File: src/rtl/tt_um_emern_video_pkg.sv
// Shared raster timing constants for the emern video timing generator.
// Holds the VGA 640x480@60 defaults, derived totals and sync window edges,
// and the width of the rrggbb colour output.
package tt_um_emern_video_pkg;

  // Horizontal timing, in pixel clocks
  localparam int VGA_H_ACTIVE = 640;
  localparam int VGA_H_FP     = 16;
  localparam int VGA_H_SYNC   = 96;
  localparam int VGA_H_BP     = 48;

  // Vertical timing, in lines
  localparam int VGA_V_ACTIVE = 480;
  localparam int VGA_V_FP     = 10;
  localparam int VGA_V_SYNC   = 2;
  localparam int VGA_V_BP     = 33;

  // Default counter and frame counter widths
  localparam int VGA_CW   = 10;
  localparam int VGA_FC_W = 8;

  // Colour output is two bits each of red, green and blue
  localparam int COLOUR_W = 6;

  // Total period of one axis: visible + front porch + sync + back porch
  function automatic int raster_total(input int active, input int fp,
                                      input int sync, input int bp);
    return active + fp + sync + bp;
  endfunction

  // First position of the sync pulse on an axis
  function automatic int sync_first(input int active, input int fp);
    return active + fp;
  endfunction

  // Last position of the sync pulse on an axis
  function automatic int sync_last(input int active, input int fp, input int sync);
    return active + fp + sync - 1;
  endfunction

  // Derived VGA values, handy for the pixel core and for reference
  localparam int VGA_H_TOTAL      = raster_total(VGA_H_ACTIVE, VGA_H_FP, VGA_H_SYNC, VGA_H_BP);
  localparam int VGA_V_TOTAL      = raster_total(VGA_V_ACTIVE, VGA_V_FP, VGA_V_SYNC, VGA_V_BP);
  localparam int VGA_H_SYNC_START = sync_first(VGA_H_ACTIVE, VGA_H_FP);
  localparam int VGA_H_SYNC_END   = sync_last(VGA_H_ACTIVE, VGA_H_FP, VGA_H_SYNC);
  localparam int VGA_V_SYNC_START = sync_first(VGA_V_ACTIVE, VGA_V_FP);
  localparam int VGA_V_SYNC_END   = sync_last(VGA_V_ACTIVE, VGA_V_FP, VGA_V_SYNC);

endpackage

File: src/rtl/tt_um_emern_wrap_counter.sv
// Modulo counter 0..MAX with enable, used for both raster axes.
// Resets asynchronously to MAX so the first enabled step lands on 0.
// o_next exposes the value the counter takes on the coming edge, which lets
// the parent register its decodes in step with the count.
module tt_um_emern_wrap_counter
  import tt_um_emern_video_pkg::*;
#(
  parameter int           W   = VGA_CW,
  parameter logic [W-1:0] MAX = '1
) (
  input  logic         clk,
  input  logic         rst_n,
  input  logic         i_en,
  output logic [W-1:0] o_count,
  output logic [W-1:0] o_next,
  output logic         o_wrap
);

  logic [W-1:0] r_count;
  logic         w_at_max;

  // Next value: hold when disabled, otherwise step and wrap after MAX
  always_comb begin
    w_at_max = (r_count == MAX);
    o_wrap   = i_en & w_at_max;
    o_next   = r_count;
    if (i_en) begin
      o_next = w_at_max ? '0 : r_count + 1'b1;
    end
  end

  // Count register, parked at MAX while in reset
  always_ff @(posedge clk or negedge rst_n) begin
    if (!rst_n) begin
      r_count <= MAX;
    end else begin
      r_count <= o_next;
    end
  end

  assign o_count = r_count;

endmodule

File: src/rtl/tt_um_emern_video_timing.sv
// Raster timing generator: column/row counters, de/hsync/vsync decode and
// line/frame/vblank strobes, all registered so they line up with the counters.
// Optional frame counter is built only when EMERN_FRAME_CNT_EN is defined;
// otherwise frame_cnt is tied to zero and the port list is unchanged.
module tt_um_emern_video_timing
  import tt_um_emern_video_pkg::*;
#(
  parameter int H_ACTIVE  = VGA_H_ACTIVE,
  parameter int H_FP      = VGA_H_FP,
  parameter int H_SYNC    = VGA_H_SYNC,
  parameter int H_BP      = VGA_H_BP,
  parameter int V_ACTIVE  = VGA_V_ACTIVE,
  parameter int V_FP      = VGA_V_FP,
  parameter int V_SYNC    = VGA_V_SYNC,
  parameter int V_BP      = VGA_V_BP,
  parameter bit HSYNC_POL = 1'b0,
  parameter bit VSYNC_POL = 1'b0,
  parameter int CW        = VGA_CW,
  parameter int FC_W      = VGA_FC_W
) (
  input  logic            clk,
  input  logic            rst_n,
  input  logic            pix_ce,
  output logic [CW-1:0]   pixel_col,
  output logic [CW-1:0]   pixel_row,
  output logic            de,
  output logic            hsync,
  output logic            vsync,
  output logic            line_start,
  output logic            frame_start,
  output logic            vblank_start,
  output logic [FC_W-1:0] frame_cnt
);

  localparam int H_TOTAL = raster_total(H_ACTIVE, H_FP, H_SYNC, H_BP);
  localparam int V_TOTAL = raster_total(V_ACTIVE, V_FP, V_SYNC, V_BP);

  localparam logic [CW-1:0] H_MAX    = CW'(H_TOTAL - 1);
  localparam logic [CW-1:0] V_MAX    = CW'(V_TOTAL - 1);
  localparam logic [CW-1:0] H_ACT    = CW'(H_ACTIVE);
  localparam logic [CW-1:0] V_ACT    = CW'(V_ACTIVE);
  localparam logic [CW-1:0] H_SYNC_S = CW'(sync_first(H_ACTIVE, H_FP));
  localparam logic [CW-1:0] H_SYNC_E = CW'(sync_last(H_ACTIVE, H_FP, H_SYNC));
  localparam logic [CW-1:0] V_SYNC_S = CW'(sync_first(V_ACTIVE, V_FP));
  localparam logic [CW-1:0] V_SYNC_E = CW'(sync_last(V_ACTIVE, V_FP, V_SYNC));

  // Refuse to build when a full line or frame cannot be counted in CW bits
  if ((H_TOTAL > 2**CW) || (V_TOTAL > 2**CW)) begin : g_cw_too_small
    $error("tt_um_emern_video_timing: H_TOTAL or V_TOTAL exceeds 2**CW");
  end

  logic [CW-1:0] w_col;
  logic [CW-1:0] w_col_nxt;
  logic [CW-1:0] w_row;
  logic [CW-1:0] w_row_nxt;
  logic          w_h_wrap;
  logic          w_v_wrap;
  logic          w_v_en;

  logic          w_de_nxt;
  logic          w_hsync_nxt;
  logic          w_vsync_nxt;
  logic          w_line_nxt;
  logic          w_frame_nxt;
  logic          w_vblank_nxt;

  logic          r_de;
  logic          r_hsync;
  logic          r_vsync;
  logic          r_line_start;
  logic          r_frame_start;
  logic          r_vblank_start;

  tt_um_emern_wrap_counter #(
    .W   (CW),
    .MAX (H_MAX)
  ) u_h_counter (
    .clk     (clk),
    .rst_n   (rst_n),
    .i_en    (pix_ce),
    .o_count (w_col),
    .o_next  (w_col_nxt),
    .o_wrap  (w_h_wrap)
  );

  assign w_v_en = pix_ce & w_h_wrap;

  tt_um_emern_wrap_counter #(
    .W   (CW),
    .MAX (V_MAX)
  ) u_v_counter (
    .clk     (clk),
    .rst_n   (rst_n),
    .i_en    (w_v_en),
    .o_count (w_row),
    .o_next  (w_row_nxt),
    .o_wrap  (w_v_wrap)
  );

  // Decode the position the counters are about to take
  always_comb begin
    w_de_nxt     = 1'b0;
    w_hsync_nxt  = ~HSYNC_POL;
    w_vsync_nxt  = ~VSYNC_POL;
    w_line_nxt   = 1'b0;
    w_frame_nxt  = 1'b0;
    w_vblank_nxt = 1'b0;
    if ((w_col_nxt < H_ACT) && (w_row_nxt < V_ACT)) begin
      w_de_nxt = 1'b1;
    end
    if ((w_col_nxt >= H_SYNC_S) && (w_col_nxt <= H_SYNC_E)) begin
      w_hsync_nxt = HSYNC_POL;
    end
    if ((w_row_nxt >= V_SYNC_S) && (w_row_nxt <= V_SYNC_E)) begin
      w_vsync_nxt = VSYNC_POL;
    end
    if (pix_ce && (w_col_nxt == '0)) begin
      w_line_nxt   = 1'b1;
      w_frame_nxt  = (w_row_nxt == '0);
      w_vblank_nxt = (w_row_nxt == V_ACT);
    end
  end

  // Level outputs update only when the raster moves, otherwise they hold
  always_ff @(posedge clk or negedge rst_n) begin
    if (!rst_n) begin
      r_de    <= 1'b0;
      r_hsync <= ~HSYNC_POL;
      r_vsync <= ~VSYNC_POL;
    end else if (pix_ce) begin
      r_de    <= w_de_nxt;
      r_hsync <= w_hsync_nxt;
      r_vsync <= w_vsync_nxt;
    end
  end

  // Strobes load every clock so they drop after one cycle even while held
  always_ff @(posedge clk or negedge rst_n) begin
    if (!rst_n) begin
      r_line_start   <= 1'b0;
      r_frame_start  <= 1'b0;
      r_vblank_start <= 1'b0;
    end else begin
      r_line_start   <= w_line_nxt;
      r_frame_start  <= w_frame_nxt;
      r_vblank_start <= w_vblank_nxt;
    end
  end

`ifdef EMERN_FRAME_CNT_EN
  logic [FC_W-1:0] r_frame_cnt;

  // Count frames, stepping on the same edge that raises frame_start
  always_ff @(posedge clk or negedge rst_n) begin
    if (!rst_n) begin
      r_frame_cnt <= '0;
    end else if (w_frame_nxt) begin
      r_frame_cnt <= r_frame_cnt + 1'b1;
    end
  end

  assign frame_cnt = r_frame_cnt;
`else
  assign frame_cnt = '0;
`endif

  assign pixel_col    = w_col;
  assign pixel_row    = w_row;
  assign de           = r_de;
  assign hsync        = r_hsync;
  assign vsync        = r_vsync;
  assign line_start   = r_line_start;
  assign frame_start  = r_frame_start;
  assign vblank_start = r_vblank_start;

  // The frame wrap is also visible as frame_start, so it has no other use here
  logic w_unused;
  assign w_unused = w_v_wrap;

endmodule

File: config.mk
export PLATFORM = sky130hd
export DESIGN_NAME = tt_um_emern_video_timing
export DESIGN_NICKNAME = d
export VERILOG_FILES = /design/src/rtl/tt_um_emern_video_pkg.sv /design/src/rtl/tt_um_emern_wrap_counter.sv /design/src/rtl/tt_um_emern_video_timing.sv
export SDC_FILE = /design/constraint.sdc
export NUM_CORES = 1
export LEC_CHECK = 0
export ABC_AREA = 1
export BUFFER_PORTS_ARGS = -buffer_cell sky130_fd_sc_hd__buf_2
export CAP_MARGIN = 10
export CORE_ASPECT_RATIO = 1.25
export CORE_MARGIN = 4
export CORE_UTILIZATION = 46
export CTS_CLUSTER_DIAMETER = 100
export DETAILED_ROUTE_END_ITERATION = 8
export GPL_TIMING_DRIVEN = 0
export PLACE_DENSITY = 0.7
export SYNTH_ARGS = -nofsm -noshare
export SYNTH_HDL_FRONTEND = slang
export SYNTH_HIERARCHICAL = 1
export SYNTH_SLANG_ARGS = --single-unit
File: constraint.sdc
create_clock -name clk -period 2.9 [get_ports clk]
set_clock_uncertainty 0.1 [all_clocks]
set_input_delay 0.58 -clock clk [delete_from_list [all_inputs] [get_ports clk]]
set_output_delay 0.58 -clock clk [all_outputs]
set_load 0.05 [all_outputs]
==> run_results.csv, run 1 <==
group,metric,value,unit
detailed_routing,drc_errors,0,
die,die-area,0.00447,sq mm
job,cap_violations,0,
worst_setup_path,cp_max_fo,5,
die,die_y,73.8,um
yosys,synth_compound_area_share,2.59,%
cts,tritoncts,"done",
yosys,synthAdderAreaFrac,2.36,%
yosys,synth-simple-area-share,34.6,%
layout,final_util,57.2,%
yosys,ys_seq_area_share,41.8,%
detailed_routing,ant_nets,0,
detailed_routing,vias_per_cell,4.69,
layout,final_nets,259,
power_and_ir_drop,ir_worst_vdd,621,uV
yosys,synth_top_family_by_area,"simple AND/OR/NAND/NOR gates",
cts,htreeDepth,1,
die,ioPinCount,37,
die,start_util,48.5,%
sta,worst_pin_slew,0.548,ns
yosys,synth_mux_area_share,0.708,%
cts,insertion_delay,0.26,ns
worst_setup_path,cp.required,2.96,ns
layout,area_growth,17.9,%
cts,numCtsBuffers,3,
global_route,grt_pass1_wl,5.24,mm
yosys,syn_avg_cell_area,7.51,sq um
worst_setup_path,crit_family,"simple AND/OR/NAND/NOR gates",
detailed_routing,routedWlPerCell,10.9,um
cts,holdBufCountCts,0,
global_route,grt_max_degree,27,
yosys,synth_seq_cells,26,
detailed_routing,wl,3.15,mm
sta,fmax,379,MHz
placement,port_buffers,28,
die,die_w,60.6,um
sta,slew_headroom,63.5,%
detailed_routing,drtPass1Iterations,4,
worst_setup_path,slowest_delay,0.57,ns
worst_setup_path,worst_setup_path_start_kind,"flip-flop",
detailed_routing,vias,1356,
sta,finalCritPeriodShare,91.1,%
sta,slew_violations,0,
die,design.core.area,0.00328,sq mm
global_route,grt_pass1_vias,1258,
yosys,yosysWarnings,6,
cts,cts_num_sinks,26,
sta,finalHoldViolations,0,
worst_setup_path,crit_chain,"ha_1 > inv_1 > nor2_2 > nand3_2 > inv_1 > nand2_1 > inv_2 > buf_4 > nand4_1 > xor2_1 > nor2_1 > nor2_1 > and2_0 > nand3_1 > nor2_1",
placement,dpl.cell_count,284,
worst_setup_path,cp_slowest_cell,"dfstp_2",
sta,rsz0062_at_grt,"no",
power_and_ir_drop,power_per_cell_area,620,mW/mm^2
global_route,grt_remaining_overflow,0,
worst_setup_path,crit_path_end_kind,"flip-flop",
global_route,grtUsageTotal,15.4,%
yosys,netlist_area,0.00159,sq mm
power_and_ir_drop,leakage,1.01,nW
yosys,synth_cells,212,
cts,clock-root-buffer,"clkbuf_8",
layout,drive_above_1_share,29.4,%
sta,setup_viol,0,
cts,clk_path_buf_depth,2,
yosys,synth-xor-area-share,4.95,%
worst_setup_path,arrival,2.70,ns
detailed_routing,initialDrtViolationCount,103,
worst_setup_path,critPathKind,"reg2reg",
global_route,antenna_found_initial,0,
layout,finalNonFillerCells,289,
placement,dp_hpwl,2.47,mm
sta,layout_min_cycle_time,2.64,ns
cts,path_clk_slew,0.08,ns
die,num_rows,23,
placement,gp_congestion,0.808,
yosys,synth_cell_type_count,31,
layout,final_cell_mix,"nand2_1 (44), nor2_1 (34), inv_1 (34), buf_2 (28)",
worst_setup_path,cp_num_buf_inv,4,
worst_hold_path,worstHoldPathType,"in2async",
run_status,outcome,"finished, final reports clean",
layout,antenna_cells,0,
worst_setup_path,crit_top_cell,"nor2_1",
layout,mostFrequentLayoutCell,"nand2_1",
[synthesized netlist by cell type]
cell type	count	area (sq um)
a21oi_1	2	10.0
and2_0	1	6.26
dfrtp_1	14	350
nand3_2	2	20.0
nand2_1	44	165
buf_4	8	60.1
and2_1	1	6.26
o21ai_1	2	10.0
dfstp_2	12	315
nor2_1	36	135
nand4_2	1	12.5
nor2_2	5	31.3
or2_1	1	6.26
nand3_1	15	75.1
conb_1	1	3.75
nor3_2	1	10.0
ha_1	3	37.5
clkinv_1	1	3.75
o21bai_2	1	11.3
nand2_2	2	12.5
and3_1	1	6.26
nor3_1	3	15.0
inv_2	2	7.51
inv_1	35	131
nor2_4	2	22.5
xor2_1	8	70.1
xnor2_1	1	8.76
o21ai_0	2	10.0
mux2_2	1	11.3
nand4_1	3	18.8
nand3b_1	1	7.51
[worst reg2reg max path: stages, from the launching register on]
cell	delay, ns
dfstp_2	0.57
ha_1	0.17
inv_1	0.05
nor2_2	0.16
nand3_2	0.16
inv_1	0.15
nand2_1	0.09
inv_2	0.11
buf_4	0.14
nand4_1	0.10
xor2_1	0.16
nor2_1	0.19
nor2_1	0.06
and2_0	0.15
nand3_1	0.10
nor2_1	0.06
[stage by stage]
| step | total power [mW] | setup slack [ns] | hold WS [ns] | TNS, ns | area [sq um] |
|---|---|---|---|---|---|
| CTS | 1.17 | 0.0318 | 0.209 | 0 | 1860 |
| detailed placement | 0.939 | -0.0569 | 0.372 | -0.115 | 1800 |
| floorplan | 0.852 | 0.237 | 0.184 | 0 | 1620 |
| global placement | 0.936 | -0.0745 | 0.384 | -0.173 | 1800 |
| global route | 1.23 | 0.0325 | 0.228 | 0 | 1880 |
| finish | 1.16 | 0.259 | 0.191 | 0 | 1880 |
[cells by family (layout without fill, tap and decap cells)]
family / count (synthesis) / count (layout)
muxes: 1 / 1
AOI/OAI and AO/OA: 7 / 7
buffers and inverters: 46 / 79
other: 1 / 8
xor gates and xnor gates: 9 / 9
and+or+nand+nor: 119 / 119
adders and majority gates: 3 / 3
DFF: 26 / 26
[registers in the layout (all words and copies together) (netlist names)]
name	cells
de	1
frame_start	1
hsync	1
line_start	1
u_h_counter/o_count	10
u_v_counter/o_count	10
vblank_start	1
vsync	1
[per-layer routing]
metal,routed length (um),vias up,part of all wire [%],track usage [%]
li1,-,713,-,-
met1,1360,601,43,19.3
met2,1550,37,49,26.5
met3,189,5,6.0,1.23
met4,51,0,1.6,6.51
met5,0,-,0,0
[path summary, 6_finish.rpt]
kind	from	slack, ns	depth (start not counted)	end
setup / recovery	u_h_counter/o_count[0]	0.26	15	vblank_start
hold / removal	rst_n	0.19	1	u_h_counter/o_count[6]
setup reg to reg	u_h_counter/o_count[0]	0.26	15	vblank_start
hold reg to reg	de	0.39	2	de
max in group asynchronous	rst_n	2.13	1	u_v_counter/o_count[3]
min in group clk	de	0.39	2	de
[timing repair]
| item | CTS | global route |
|---|---|---|
| hold endpoints to repair | 0 | 0 |
| gates resized for setup | 1 | 3 |
| endpoints found under the setup margin | 3 | 4 |
| buffers inserted | 0 | 1 |
[layout make-up]
class | instances | area (sq um)
fillers | 313 | 1400
plain buffers | 8 | 60.1
repair buffers | 29 | 148
inverters | 38 | 143
clock buffers | 4 | 55.1
well taps | 37 | 46.3
multi-input cells | 147 | 759
flip-flops and latches | 26 | 666
[report_power, final]
group / internal [mW] / switching, mW / total [mW]
Clock: 0.121 / 0.104 / 0.225
Sequential: 0.437 / 0.0587 / 0.496
Combinational: 0.116 / 0.326 / 0.442
No activity file was read; power rests on OpenSTA's default activity.
==> run 2, diff against run 1 <==
Settings changed: GPL_TIMING_DRIVEN 0 to 1.
==> run_results.csv, run 2 (same netlist as run 1, synthesis figures left out) <==
group,metric,value,unit
die,start_util,48.5,%
detailed_routing,drtPass1Iterations,4,
power_and_ir_drop,ir_worst_vdd,595,uV
sta,tns,0,ns
placement,dp_hpwl,2.60,mm
detailed_routing,routedWlPerCell,11.8,um
global_route,grtUsageTotal,16.5,%
sta,layout_min_cycle_time,2.63,ns
detailed_routing,wl,3.35,mm
sta,worst_pin_slew,0.546,ns
die,num_rows,23,
worst_setup_path,reg2regPathDepth,16,
detailed_routing,highest_layer,"met4",
placement,dp_slack,0.128,ns
worst_setup_path,slowest_delay,0.57,ns
detailed_routing,ant_nets,0,
sta,fmax,381,MHz
detailed_routing,vias_per_cell,4.87,
global_route,grt_max_degree,27,
cts,htreeDepth,1,
worst_setup_path,cp_slowest_cell,"dfstp_2",
worst_setup_path,startpoint,"u_h_counter/o_count[0]",
worst_hold_path,worstHoldPathType,"in2async",
worst_setup_path,reg2reg_slack,0.27,ns
cts,path_clk_slew,0.09,ns
sta,slew_headroom,63.6,%
sta,finalCritPeriodShare,90.5,%
layout,final_nets,254,
layout,mostFrequentLayoutCell,"nand2_1",
die,ioPinCount,37,
worst_setup_path,crit_path_end_kind,"flip-flop",
cts,numCtsBuffers,3,
cts,clock-root-buffer,"clkbuf_8",
die,design.core.area,0.00328,sq mm
sta,finalHoldViolations,0,
run_status,outcome,"finished, final reports clean",
worst_setup_path,worst_setup_path_start_kind,"flip-flop",
layout,drive_above_1_share,27.9,%
layout,area_growth,15.4,%
global_route,antenna_found_initial,0,
die,die_y,73.8,um
worst_setup_path,cp.required,2.96,ns
die,die-area,0.00447,sq mm
global_route,grt_remaining_overflow,0,
layout,multi_input_area,757,sq um
global_route,grt_pass1_vias,1309,
placement,port_buffers,28,
cts,tritoncts,"done",
layout,antenna_cells,0,
sta,worst_slack,0.274,ns
detailed_routing,wl_met3,151,um
detailed_routing,route.met2.wl,1.70,mm
sta,setup_viol,0,
worst_setup_path,reg2reg_to,"de",
cts,insertion_delay,0.26,ns
detailed_routing,vias,1382,
layout,fillers,312,
detailed_routing,wl_met1,1.45,mm
detailed_routing,drc_errors,0,
job,cap_violations,0,
worst_setup_path,crit_chain,"ha_1 > inv_1 > nor2_2 > nand3_2 > inv_2 > nand2_1 > inv_2 > nand3_2 > nor2_4 > buf_4 > xor2_1 > inv_1 > nand3_1 > nor2_1 > nand3b_1 > nand2_1",
power_and_ir_drop,power_per_cell_area,637,mW/mm^2
global_route,grt_pass1_wl,5.71,mm
worst_setup_path,arrival,2.68,ns
power_and_ir_drop,leakage,0.978,nW
sta,rsz0062_at_grt,"no",
layout,regArea,666,sq um
sta,whs,0.193,ns
worst_setup_path,critPathKind,"reg2reg",
detailed_routing,initialDrtViolationCount,91,
worst_setup_path,r2r-start,"u_h_counter/o_count[0]",
layout,final_cell_mix,"nand2_1 (44), nor2_1 (35), inv_1 (33), buf_2 (28)",
sta,slew_violations,0,
cts,clk_path_buf_depth,2,
worst_setup_path,cp_max_fo,7,
die,die_w,60.6,um
cts,cts_num_sinks,26,
placement,gp_congestion,0.828,
run 2: cell count changes in the layout (fill, tap and decap cells not counted), sizes merged:
| cell | change |
|---|---|
| buf | -5 |
run 2: worst max-delay path by stage:
stage / cells after the start / end / slack (ns)
floorplan: 17 / de / 0.24
global placement: 17 / de / 0.15
detailed placement: 17 / de / 0.13
CTS: 17 / de / 0.09
global route: 18 / vsync / 0.02
finish: 16 / de / 0.27
run 2: power by group:
group / leakage [nW] / switching (mW) / internal, mW
clock network: 0.0288 / 0.105 / 0.121
logic: 0.653 / 0.338 / 0.114
registers: 0.296 / 0.0550 / 0.437
total: 0.978 / 0.498 / 0.672
run 2: layout make-up:
type                       instances  area share, %
sequential                        26           36.2
multi-input combinational        147           41.2
tap                               37           2.52
inverter                          38           7.77
timing repair buffer              32           9.26
clock buffer                       4           3.00
run 2: worst max-delay path: cells and delay by family, from the launching register on:
| family | cells | cell delay [ns] |
|---|---|---|
| and+or+nand+nor | 9 | 1.12 |
| buffers and inverters | 5 | 0.52 |
| xor gates and xnor gates | 1 | 0.05 |
| adders and majority gates | 1 | 0.17 |
| DFF | 1 | 0.57 |
run 2: metal layers:
metal / global-route usage [%] / vias to the layer above
li1: - / 697
met1: 20.8 / 650
met2: 29.4 / 31
met3: 1.76 / 4
met4: 4.58 / 0
met5: 0 / -
run 2: what timing repair did:
action	in CTS	in global routing
hold endpoints to repair	0	0
hold buffers	0	0
resized for setup	0	4
buffers inserted	0	2
setup endpoints to repair	0	3
run 2: per-stage QoR:
stage	cells	utilization (%)	power, mW	area, sq um
2_1_floorplan	219	-	0.852	1620
3_3_place_gp	278	53.6	0.944	1760
3_5_place_dp	278	53.6	0.948	1760
4_1_cts	282	55.3	1.17	1810
5_1_grt	284	56.0	1.25	1840
6_report	284	56.0	1.17	1840
==> run 3, diff against run 2 <==
Settings changed: MAX_ROUTING_LAYER set to met4.
==> run_results.csv, run 3 (same netlist as run 1, synthesis figures left out) <==
group,metric,value,unit
run_status,outcome,"finished, final reports clean",
layout,drive_above_1_share,27.9,%
global_route,grtUsageTotal,17.0,%
worst_setup_path,crit_chain,"ha_1 > inv_1 > nor2_2 > nand3_2 > inv_2 > nand2_1 > inv_2 > nand3_2 > nor2_4 > buf_4 > xor2_1 > inv_1 > nand3_1 > nor2_1 > nand3b_1 > nand2_1",
die,num_rows,23,
sta,worst_pin_slew,0.549,ns
worst_setup_path,cp_slowest_cell,"dfstp_2",
power_and_ir_drop,leakage,0.978,nW
sta,slew_headroom,63.4,%
global_route,antenna_found_initial,0,
die,die-area,0.00447,sq mm
worst_setup_path,cp.required,2.96,ns
cts,htreeDepth,1,
worst_setup_path,crit_path_end_kind,"flip-flop",
power_and_ir_drop,power_per_cell_area,637,mW/mm^2
sta,finalCritPeriodShare,90.4,%
sta,tns,0,ns
placement,port_buffers,28,
worst_hold_path,worstHoldPathType,"in2async",
die,die_y,73.8,um
worst_setup_path,cp_max_fo,7,
layout,antenna_cells,0,
sta,layout_min_cycle_time,2.62,ns
cts,cts_num_sinks,26,
global_route,grt_remaining_overflow,0,
sta,fmax,381,MHz
worst_setup_path,worst_setup_path_start_kind,"flip-flop",
cts,holdBufCountCts,0,
placement,gp_congestion,0.840,
cts,insertion_delay,0.26,ns
power_and_ir_drop,pwr-share-clk,19.4,%
placement,dp_hpwl,2.60,mm
worst_setup_path,slowest_delay,0.57,ns
worst_setup_path,cp_num_buf_inv,5,
cts,numCtsBuffers,3,
sta,whs,0.193,ns
detailed_routing,routedWlPerCell,11.8,um
global_route,grt_pass1_wl,5.70,mm
job,cap_violations,0,
power_and_ir_drop,p_seq_share,42.1,%
worst_setup_path,crit_family,"simple AND/OR/NAND/NOR gates",
worst_setup_path,critPathKind,"reg2reg",
power_and_ir_drop,swShare,42.6,%
power_and_ir_drop,ir_worst_vdd,595,uV
detailed_routing,vias,1392,
layout,mostFrequentLayoutCell,"nand2_1",
layout,final_nets,254,
cts,clock-root-buffer,"clkbuf_8",
power_and_ir_drop,p_sw,499,uW
power_and_ir_drop,power_frac_comb,38.6,%
die,die_w,60.6,um
detailed_routing,wl,3.35,mm
die,start_util,48.5,%
layout,final_cell_mix,"nand2_1 (44), nor2_1 (35), inv_1 (33), buf_2 (28)",
worst_setup_path,arrival,2.68,ns
detailed_routing,drtPass1Iterations,4,
power_and_ir_drop,power,1.17,mW
cts,clk_path_buf_depth,2,
die,design.core.area,0.00328,sq mm
sta,rsz0062_at_grt,"no",
sta,finalHoldViolations,0,
sta,setup_viol,0,
cts,tritoncts,"done",
cts,path_clk_slew,0.09,ns
layout,area_growth,15.4,%
sta,slew_violations,0,
detailed_routing,vias_per_cell,4.90,
layout,final_util,56.0,%
die,ioPinCount,37,
detailed_routing,ant_nets,0,
global_route,grt_pass1_vias,1310,
detailed_routing,drc_errors,0,
power_and_ir_drop,p_int,672,uW
global_route,grt_max_degree,27,
detailed_routing,initialDrtViolationCount,89,
==> run 3: area by class of cell <==
cell class	count	area, sq um
Fill cell	312	1440
Multi-Input combinational cell	147	757
Sequential cell	26	666
Timing Repair Buffer	32	170
Inverter	38	143
Clock buffer	4	55.1
Tap cell	37	46.3
==> run 3: final timing paths <==
kind | endpoint | slack [ns] | startpoint | cells after the start
min in group clk | hsync | 0.39 | hsync | 2
worst max-delay path | de | 0.28 | u_h_counter/o_count[0] | 16
worst min-delay path | u_h_counter/o_count[7] | 0.19 | rst_n | 1
max in group asynchronous | vsync | 2.13 | rst_n | 1
worst min register to register | hsync | 0.39 | hsync | 2
worst max register to register | de | 0.28 | u_h_counter/o_count[0] | 16
==> run 3: metal layers <==
layer  vias up  track usage [%]  share of wire, %
li1        698                -                 -
met1       656             21.0                43
met2        34             29.3                51
met3         4             1.58               4.6
met4         0             4.58               1.3
met5         -                -                 0
==> run 3: repair_timing <==
item                                    CTS  global route
buffers inserted                          0             2
resized for setup                         0             4
endpoints found under the setup margin    0             3
==> run 3: through the flow <==
stage / area (sq um) / cells / setup slack (ns)
floorplan: 1620 / 219 / 0.237
global placement: 1760 / 278 / 0.149
detailed placement: 1760 / 278 / 0.128
CTS: 1810 / 282 / 0.0950
global route: 1840 / 284 / 0.0174
finish: 1840 / 284 / 0.278
==> run 3: worst reg2reg max path, delay by kind of cell, from the launching register on <==
kind	cells	cell delay, ns
AND/OR/NAND/NOR	9	1.12
adder cells (fa/ha/maj)	1	0.17
flip-flops	1	0.57
XOR/XNOR	1	0.05
buffers and inverters	5	0.52
==> run 3: power groups by stage <==
stage | Combinational, mW | Clock [mW] | Sequential [mW]
5_1_grt | 0.497 | 0.248 | 0.502
6_report | 0.451 | 0.226 | 0.493
3_3_place_gp | 0.445 | 0 | 0.499
2_1_floorplan | 0.194 | 0 | 0.657
4_1_cts | 0.451 | 0.231 | 0.493
3_5_place_dp | 0.450 | 0 | 0.497
